### src/rtl/opsel_arbiter.sv
// opsel_arbiter: two-requester round-robin arbiter feeding a small ALU
// (ADD/OR/AND/XOR on 8-bit operands) with a single registered result slot.
// Optional macro OPSEL_SAT_ADD_EN: when defined, ADD saturates to 0xFF on
// carry instead of wrapping modulo 256.
module opsel_arbiter (
    input  logic       clk,
    input  logic       rst,
    input  logic       req0_valid,
    output logic       req0_ready,
    input  logic [7:0] req0_a,
    input  logic [7:0] req0_b,
    input  logic [1:0] req0_op,
    input  logic       req1_valid,
    output logic       req1_ready,
    input  logic [7:0] req1_a,
    input  logic [7:0] req1_b,
    input  logic [1:0] req1_op,
    output logic       res_valid,
    input  logic       res_ready,
    output logic [7:0] res_data,
    output logic       res_carry,
    output logic       res_id,
    output logic       busy
);

    typedef enum logic {
        IDLE = 1'b0,
        FULL = 1'b1
    } state_t;

    localparam logic [1:0] OP_ADD = 2'b00;
    localparam logic [1:0] OP_OR  = 2'b01;
    localparam logic [1:0] OP_AND = 2'b10;
    localparam logic [1:0] OP_XOR = 2'b11;

    state_t      state;
    state_t      state_next;
    logic        last_grant;
    logic        grant_valid;
    logic        grant_id;
    logic        slot_open;
    logic        accept;
    logic [7:0]  sel_a;
    logic [7:0]  sel_b;
    logic [1:0]  sel_op;
    logic [8:0]  sum;
    logic [7:0]  alu_data;
    logic        alu_carry;

    // Round-robin pick: a lone requester wins, a tie goes to the one not granted last
    always_comb begin
        grant_valid = req0_valid | req1_valid;
        grant_id    = 1'b0;
        if (req0_valid && req1_valid) begin
            grant_id = ~last_grant;
        end else if (req1_valid) begin
            grant_id = 1'b1;
        end
    end

    // Next-state and handshake: the slot can take a new op when empty or being drained
    always_comb begin
        state_next = state;
        req0_ready = 1'b0;
        req1_ready = 1'b0;
        accept     = 1'b0;
        slot_open  = !rst && ((state == IDLE) || res_ready);
        if (slot_open && grant_valid) begin
            accept = 1'b1;
            if (grant_id) begin
                req1_ready = 1'b1;
            end else begin
                req0_ready = 1'b1;
            end
        end
        case (state)
            IDLE: begin
                if (accept) begin
                    state_next = FULL;
                end
            end
            FULL: begin
                if (res_ready && !accept) begin
                    state_next = IDLE;
                end
            end
            default: state_next = IDLE;
        endcase
        res_valid = (state == FULL);
        busy      = (state == FULL);
    end

    // Operand mux and ALU for the current winner; result is captured only on accept
    always_comb begin
        sel_a     = grant_id ? req1_a  : req0_a;
        sel_b     = grant_id ? req1_b  : req0_b;
        sel_op    = grant_id ? req1_op : req0_op;
        sum       = {1'b0, sel_a} + {1'b0, sel_b};
        alu_data  = 8'h00;
        alu_carry = 1'b0;
        case (sel_op)
            OP_ADD: begin
                alu_carry = sum[8];
`ifdef OPSEL_SAT_ADD_EN
                alu_data  = sum[8] ? 8'hFF : sum[7:0];
`else
                alu_data  = sum[7:0];
`endif
            end
            OP_OR:   alu_data = sel_a | sel_b;
            OP_AND:  alu_data = sel_a & sel_b;
            OP_XOR:  alu_data = sel_a ^ sel_b;
            default: alu_data = 8'h00;
        endcase
    end

    // State register; reset drops any held result without a handshake
    always_ff @(posedge clk) begin
        if (rst) begin
            state <= IDLE;
        end else begin
            state <= state_next;
        end
    end

    // Result slot and grant history; reset wins over a same-cycle accept
    always_ff @(posedge clk) begin
        if (rst) begin
            res_data   <= 8'h00;
            res_carry  <= 1'b0;
            res_id     <= 1'b0;
            last_grant <= 1'b1;
        end else if (accept) begin
            res_data   <= alu_data;
            res_carry  <= alu_carry;
            res_id     <= grant_id;
            last_grant <= grant_id;
        end
    end

endmodule

### config.mk
export PLATFORM = sky130hd
export DESIGN_NAME = opsel_arbiter
export DESIGN_NICKNAME = d
export VERILOG_FILES = /design/src/rtl/opsel_arbiter.sv
export SDC_FILE = /design/constraint.sdc
export NUM_CORES = 1
export LEC_CHECK = 0
export ABC_AREA = 1
export BUFFER_PORTS_ARGS = -buffer_cell sky130_fd_sc_hd__buf_4
export CAP_MARGIN = 25
export CORE_ASPECT_RATIO = 0.9
export CORE_UTILIZATION = 25
export CTS_CLUSTER_DIAMETER = 100
export DETAILED_ROUTE_END_ITERATION = 12
export GPL_ROUTABILITY_DRIVEN = 0
export PLACE_DENSITY = 0.5
export SKIP_LAST_GASP = 1
export SLEW_MARGIN = 0
export SYNTH_ARGS = -nofsm -noshare
export SYNTH_HDL_FRONTEND = slang
export SYNTH_SLANG_ARGS = --single-unit
### constraint.sdc
create_clock -name clk -period 2.7 [get_ports clk]
set_input_delay 0.27 -clock clk [delete_from_list [all_inputs] [get_ports clk]]
set_output_delay 0.27 -clock clk [all_outputs]
set_load 0.02 [all_outputs]
## Word level (Yosys, flattened, before mapping)

Cells that the tools add are included.

- Flip-flop bits (word level): 12
- Bits in latches: 0
- Bits in writable memories: 0
- ROM bits: 0
- Input bits: 41
- Output and inout bits: 14
- Word-level logic and storage cells: 38
- Memories: 0

- Add/subtract/negate cells: 1
- Multiply operators: 0
- Div/mod/pow operators: 0
- Order comparisons: 0
- Eq/ne operators: 3
- Shift operators: 0
- Muxes and demuxes: 15
- Bitwise gates (word level): 6
- Reduce and logical (&&, ||, !) cells: 8

Operator list:

| cell | count |
|---|---|
| $pmux 8 s4 | 1 |
| $mux 8 | 2 |
| $mux 1 | 10 |
| $add 8x8->9 | 1 |
| $and 8x8->8 | 1 |
| $or 8x8->8 | 1 |
| $xor 8x8->8 | 1 |
| $eq 2x2->1 const B | 2 |
| $logic_and 1x1->1 | 4 |
| $eq 2x1->1 const B | 1 |
| $logic_not 1->1 | 2 |
| $logic_not 2->1 | 1 |
| $mux 2 | 1 |
| $not 1->1 | 2 |
| $pmux 1 s2 | 1 |
| $logic_or 1x1->1 | 1 |
| $or 1x1->1 | 1 |

## Logic depth before layout (Yosys ltp)

Gate-level depths: netlist of the first run.

- Depth after elaboration: 9
- Mapped depth: 17
- Gate-level depth less buffers: 16

## Least setup slack after synthesis of the first run

Ideal clock, no wire load.

- Path kind: register to register
- From: register last_grant
- To: register res_data[7]
- Library setup time: 120 ps
- Data arrival time: 2112 ps
- Required time: 2580 ps
- Path slack: 468 ps
- Stages on the path, launching flop included: 18
- Buffers on the path: 2
- Clock period less this slack: 2232 ps
- Path through: dfxtp_1 -> nand2_2 -> nand2_4 -> buf_6 -> clkbuf_1 -> nand2_1 -> o21ai_0 -> inv_1 -> ha_1 -> inv_1 -> o21ai_0 -> nand3_1 -> o21ai_0 -> nor2_1 -> nand2_1 -> nand2_1 -> nand3_1 -> a21boi_1

- Cells in the longest elaborated chain, start to end: 5
- Elaborated cells between the ends (all ways): 14
- Classes of those cells: 1 x add/sub; 3 x eq/ne; 5 x mux; 4 x bitwise; 1 x reduce/logical

Ends and longest elaborated chain:

| item | RTL line | text |
|---|---|---|
| from (decl) | 38 | `logic last_grant;` |
| from (signal assigned) | 137 | `last_grant <= grant_id;` |
| $not 1->1 * | 55 | `grant_id = ~last_grant;` |
| $mux 1 * | 54 | `if (req0_valid && req1_valid) begin` |
| $mux 8, or another cell as far along | 95 | `sel_a = grant_id ? req1_a : req0_a;` |
| $add 8x8->9, or another cell as far along | 98 | `sum = {1'b0, sel_a} + {1'b0, sel_b};` |
| $pmux 8 s4 * | 101 | `case (sel_op)` |
| to (signal assigned) | 134 | `res_data <= alu_data;` |
| to (decl) | 20 | `output logic [7:0] res_data,` |

Mark *: on every way between the ends. The rest lies on a longest branch, timed or not.
A chain may end at the register's enable or synchronous reset.

## Worst setup path in the final report of the first run

Same ends and word-level chain as after synthesis.

==> metrics.md, run 1 <==
| Metric | Value |
|---|---|
| Setup Buffers After CTS | 0 |
| Data arrival, critical path | 2550 ps |
| Chip height | 74.8 um |
| Sw Pwr | 321 uW |
| Gate power share | 0.529 |
| Seq/Total Area, Yosys | 0.163 |
| Clk_lat worst skew | 240 ps |
| Worst Tran Pin Value | 367 ps |
| Sequential fraction of design power | 0.267 |
| Initial core utilization | 0.259 |
| Starting DRT DRC Count | 57 |
| Clk Tree Root Cell | clkbuf_8 |
| Clock Skew | 0.864 ps |
| Vias in the first global route | 1517 |
| Seq cells post-synth | 12 |
| # port buffers | 54 |
| Max Slew Vio Count | 0 |
| Worst relative slew slack | 0.754 |
| Netlist Area Pre-Place | 1470 um2 |
| Post-synth EDFFs | 0 |
| RSZ-0062 raised after global routing | no |
| IO Count | 55 |
| Max Cap Viol | 0 |
| # hold bufs at CTS | 0 |
| Met1 Usage GRT | 0.169 |
| Largest net degree at the start of global routing | 20 |
| Clock network power share | 0.204 |
| Worst Path Required | 2870 ps |
| Die Width | 82.9 um |
| Most common cell after layout, fill and taps aside | nand2_1 |
| Worst Path Buf+Inv | 2 |
| Antenna Cells | 0 |
| Vias | 1634 |
| Critical Path Fanout Max | 19 |
| Top FF cell, synth | dfxtp_1 |
| Total clock sinks | 12 |
| Hold Vio Cnt, Final | 0 |
| Most frequent cells in the layout | nand2_1, buf_4, inv_1 |
| Total global-route track usage | 0.134 |
| Average size of a mapped cell | 5.90 um2 |
| Syn nets | 307 |
| Setup Viol. Count Final | 0 |
| Fraction of registers with async set/reset | 0 |
| Area Growth Syn to Fin | 34.6% |
| Grt ovf | 0 |
| Outcome | finished, final reports clean |
| CP most frequent cell | o21ai_0 |
| Nets | 362 |
| CTS clk-pin slew, worst paths | 50 ps |
| Critical path's top delay family | simple AND/OR/NAND/NOR gates |
| Worst setup SP type | flip-flop |
| Core box area | 5690 um2 |
| Synth Instances | 250 |
| Rows | 26 |
| Hpwl dp | 3380 um |
| Drt pass-1 iters | 4 |
| Peak Freq | 0.420 GHz |
| Post-synth cell types | 27 |
| Slowest Stage Delay on Critical Path | 350 ps |
| Layout cells sized above 1 | 0.271 |
| Leakage | 0.00112 uW |
| Worst Setup End Kind | flip-flop |
| DRC Markers | 0 |
| R2R Setup Slk | 320 ps |
| First-pass GRT wire length | 6760 um |
| Antenna violations before repair | 0 |
| Setup TNS | 0 ps |
| CTS tree | done |
| PD cells | 399 nW/um2 |
| DRT antenna net count | 0 |
| GR met3 Demand/Resource | 0.0329 |
| # H-tree levels | 1 |
| Net Sw Frac | 0.405 |
| Worst Hold Class | input pin to flip-flop |
| Max VDD drop | 0.000212 V |
| Final min period | 2380 ps |
| Internal | 470 uW |
| Die area | 6210 um2 |
| Final wirelength | 4060 um |
| GR Util met2 | 0.248 |
| Cell Area, Placed | 1940 um2 |
| Crit-path slowest cell | ha_1 |
| Fin area | 1980 um2 |
| Total CTS buffers | 3 |
| DR vias/cell | 4.38 |
| CTS Buffer Depth | 2 |
| Routed WL per cell | 10.9 um |
| Synth Warn # | 0 |
| CP Class | flip-flop to flip-flop |
| Final worst-path cycle share | 0.881 |
| GRT Max-Usage Layer | met2 |
| Resized cells post-CTS | 0 |
| Crit-path cells | nand2_2 > nand2_4 > inv_2 > or2_2 > o21ai_0 > ha_1 > inv_1 > o21ai_0 > nand3_1 > o21ai_0 > nor2_1 > nand2_1 > nand2_1 > nand3_1 > a21boi_1 |
## power groups by stage
| stage | Sequential [uW] | Combinational (uW) | Clock (uW) |
|---|---|---|---|
| after floorplan | 238 | 253 | 0 |
| after global placement | 215 | 423 | 0 |
| after detailed placement | 214 | 423 | 0 |
| after CTS | 211 | 425 | 166 |
| after global routing | 213 | 477 | 176 |
| final | 211 | 419 | 161 |
## registers in the layout (all words and copies together), names as in the netlist
| signal | flops |
|---|---|
| res_data | 8 |
| busy | 1 |
| last_grant | 1 |
| res_carry | 1 |
| res_id | 1 |
## per-stage QoR
step | setup WS, ps | instances | hold slack [ps] | power [uW] | util
5_1_grt | 53.0 | 373 | 258 | 866 | 0.349
6_report | 321 | 373 | 257 | 791 | 0.349
3_5_place_dp | 306 | 370 | 477 | 637 | 0.341
3_3_place_gp | 311 | 370 | 474 | 639 | 0.341
2_1_floorplan | 468 | 250 | 332 | 490 | -
4_1_cts | 310 | 373 | 250 | 803 | 0.349
## final cells by class
class | instances | area [um2]
clock buffer | 3 | 41.3
multi-input combinational | 184 | 1020
fill | 636 | 3710
timing repair buffer | 55 | 413
sequential | 12 | 240
tap | 70 | 87.6
inverter | 49 | 184
## kinds of logic after synthesis
kind of cell / share of synthesized area
adders and majority gates: 0.136
AOI/OAI and AO/OA: 0.177
and+or+nand+nor: 0.373
DFF: 0.163
xor gates and xnor gates: 0.00594
buffers and inverters: 0.146
## Yosys cell counts (2+ instances only)
cell type  number  area, um2
nor2_1         15       56.3
or2_2           6       37.5
o21ai_0        29        145
nand2_1        63        236
o21ai_2         2       17.5
inv_2           3       11.3
dfxtp_1        12        240
inv_1          46        173
clkbuf_1        2       7.51
a21oi_1         4       20.0
ha_1           16        200
nand2_2         9       56.3
nand3_1        18       90.1
a31oi_1         3       18.8
nor3_1          7       35.0
a21boi_1        4       30.0
## path summary, 6_finish.rpt
check	from	depth (start not counted)	end
worst max-delay path	last_grant	15	res_data[7]
worst min-delay path	rst	2	res_carry
worst max register to register	last_grant	15	res_data[7]
worst min register to register	res_data[1]	2	res_data[1]
## per-layer routing
layer | share of wire | wire [um]
met1 | 0.50 | 2020
met2 | 0.45 | 1830
met3 | 0.051 | 208
met4 | 0 | 0
met5 | 0 | 0
(Power assumes the default switching activity.)
==> run 2: changes to the inputs <==
--- a/config.mk
+++ b/config.mk
@@ -8,7 +8,6 @@
 export ABC_AREA = 1
 export BUFFER_PORTS_ARGS = -buffer_cell sky130_fd_sc_hd__buf_4
 export CAP_MARGIN = 25
-export CORE_ASPECT_RATIO = 0.9
 export CORE_UTILIZATION = 25
 export CTS_CLUSTER_DIAMETER = 100
 export DETAILED_ROUTE_END_ITERATION = 12
==> run 2 against run 1 <==
Count of clock-buffer cells in the layout up 1. Cell count is 0.80% higher. Clock skew rose by 1.6 ps. Combinational power grew 1%. Clock power is 19% higher. Power is 4.6% higher. Via count up 0.67%. Critical path type unchanged. Largest cell class unchanged.
==> metrics.md, run 2 (synthesis gave the netlist of run 1 again) <==
| Metric | Value |
|---|---|
| Vias | 1645 (was 1634) |
| First-pass GRT wire length | 6960 um (was 6760 um) |
| DR vias/cell | 4.38 (about the same) |
| Nets | 362 (unchanged) |
| Setup Buffers After CTS | 0 (unchanged) |
| Layout cells sized above 1 | 0.273 (was 0.271) |
| CTS Buffer Depth | 2 (unchanged) |
| Worst Hold Class | input pin to flip-flop (unchanged) |
| Leakage | 0.00112 uW (about the same) |
| IO Count | 55 (unchanged) |
| Outcome | finished, final reports clean (unchanged) |
| Clk_lat worst skew | 240 ps (about the same) |
| Peak Freq | 0.412 GHz (was 0.420 GHz) |
| DRC Markers | 0 (unchanged) |
| FILL cells | 647 (was 636) |
| Setup Viol. Count Final | 0 (unchanged) |
| Final wirelength | 4030 um (was 4060 um) |
| Max Cap Viol | 0 (unchanged) |
| Hpwl dp | 3390 um (was 3380 um) |
| # H-tree levels | 1 (unchanged) |
| Hold WS | 248 ps (was 257 ps) |
| # hold bufs at CTS | 0 (unchanged) |
| Area Growth Syn to Fin | 36.3% (was 34.6%) |
| RSZ-0062 raised after global routing | no (unchanged) |
| Register area | 240 um2 (unchanged) |
| Max FFs per register | 8 (unchanged) |
| Worst setup SP type | flip-flop (unchanged) |
| Clock Skew | 2.50 ps (was 0.864 ps) |
| Routed WL per cell | 10.7 um (was 10.9 um) |
| CTS clk-pin slew, worst paths | 50 ps (about the same) |
| Max VDD drop | 0.000124 V (was 0.000212 V) |
| Rows | 27 (was 26) |
| Starting DRT DRC Count | 49 (was 57) |
| Most frequent cells in the layout | nand2_1, buf_4, inv_1 (unchanged) |
| Drt pass-1 iters | 4 (unchanged) |
| Die Width | 78.8 um (was 82.9 um) |
| Top reg by flops | res_data (unchanged) |
| Chip height | 78.8 um (was 74.8 um) |
| Total global-route track usage | 0.139 (was 0.134) |
| DRT antenna net count | 0 (unchanged) |
| Total clock sinks | 12 (unchanged) |
| Core box area | 5610 um2 (was 5690 um2) |
| Critical Path Fanout Max | 23 (was 19) |
| Fin util | 0.358 (was 0.349) |
| Total CTS buffers | 3 (unchanged) |
| Clk Tree Root Cell | clkbuf_8 (unchanged) |
| CP Class | flip-flop to flip-flop (unchanged) |
| # port buffers | 54 (unchanged) |
| Multi-input gate area | 1030 um2 (was 1020 um2) |
| Grt ovf | 0 (unchanged) |
| Final min period | 2430 ps (was 2380 ps) |
| CTS tree | done (unchanged) |
| Worst Setup End Kind | flip-flop (unchanged) |
| Max Slew Vio Count | 0 (unchanged) |
| Hold Vio Cnt, Final | 0 (unchanged) |
| Setup TNS | 0 ps (unchanged) |
| Initial core utilization | 0.263 (was 0.259) |
| Final worst-path cycle share | 0.899 (was 0.881) |
| Data arrival, critical path | 2590 ps (was 2550 ps) |
| Worst relative slew slack | 0.769 (was 0.754) |
| Worst Path Required | 2870 ps (about the same) |
| Most common cell after layout, fill and taps aside | nand2_1 (unchanged) |
| Antenna Cells | 0 (unchanged) |
| Die area | 6210 um2 (about the same) |
| Antenna violations before repair | 0 (unchanged) |
| Largest net degree at the start of global routing | 24 (was 20) |
| Vias in the first global route | 1557 (was 1517) |
| Worst Tran Pin Value | 345 ps (was 367 ps) |
| PD cells | 412 nW/um2 (was 399 nW/um2) |
## run 2: report_power, final
group,leakage [uW],switching [uW],internal [uW]
clock,0.0000288,63.4,129
sequential,0.0000998,11.7,199
combinational,0.000993,250,174
## run 2: metal layers
layer | wire (um) | GRT usage
met1 | 1980 | 0.180
met5 | 0 | 0
met4 | 13 | 0.0222
met3 | 198 | 0.0241
met2 | 1850 | 0.242
## run 2: area by class of cell
class	count	share of cell area
sequential	12	0.120
tap	72	0.0448
timing repair buffer	55	0.205
multi-input combinational	184	0.511
inverter	49	0.0915
clock buffer	4	0.0274
## run 2: final timing paths
path,from,end,cells past startpoint,slack [ps]
worst max-delay path,last_grant,res_data[7],15,270
worst max register to register,last_grant,res_data[7],15,270
worst min register to register,res_data[0],res_data[0],2,480
worst min-delay path,rst,res_carry,2,250
## run 2: through the flow
step	instances	instance area [um2]	worst slack (ps)	total power, uW
floorplan	250	1470	468	490
global placement	372	1950	228	640
detailed placement	372	1950	230	639
CTS	376	2000	209	835
global route	376	2010	0.424	902
finish	376	2010	274	827
## run 2: worst max-delay path: stages (launching register included)
cell	delay, ps
dfxtp_1	350
nand2_2	110
nand2_8	150
inv_2	110
or2_2	280
o21ai_0	110
ha_1	360
inv_1	110
o21ai_0	140
nand3_1	90
o21ai_0	80
nor2_1	150
nand2_1	80
nand2_1	50
nand3_1	60
a21boi_1	120
## run 2: repair_timing
action	in CTS	in global routing
endpoints found under the setup margin	0	1
resized for setup	0	1
endpoints found under the hold margin	0	0
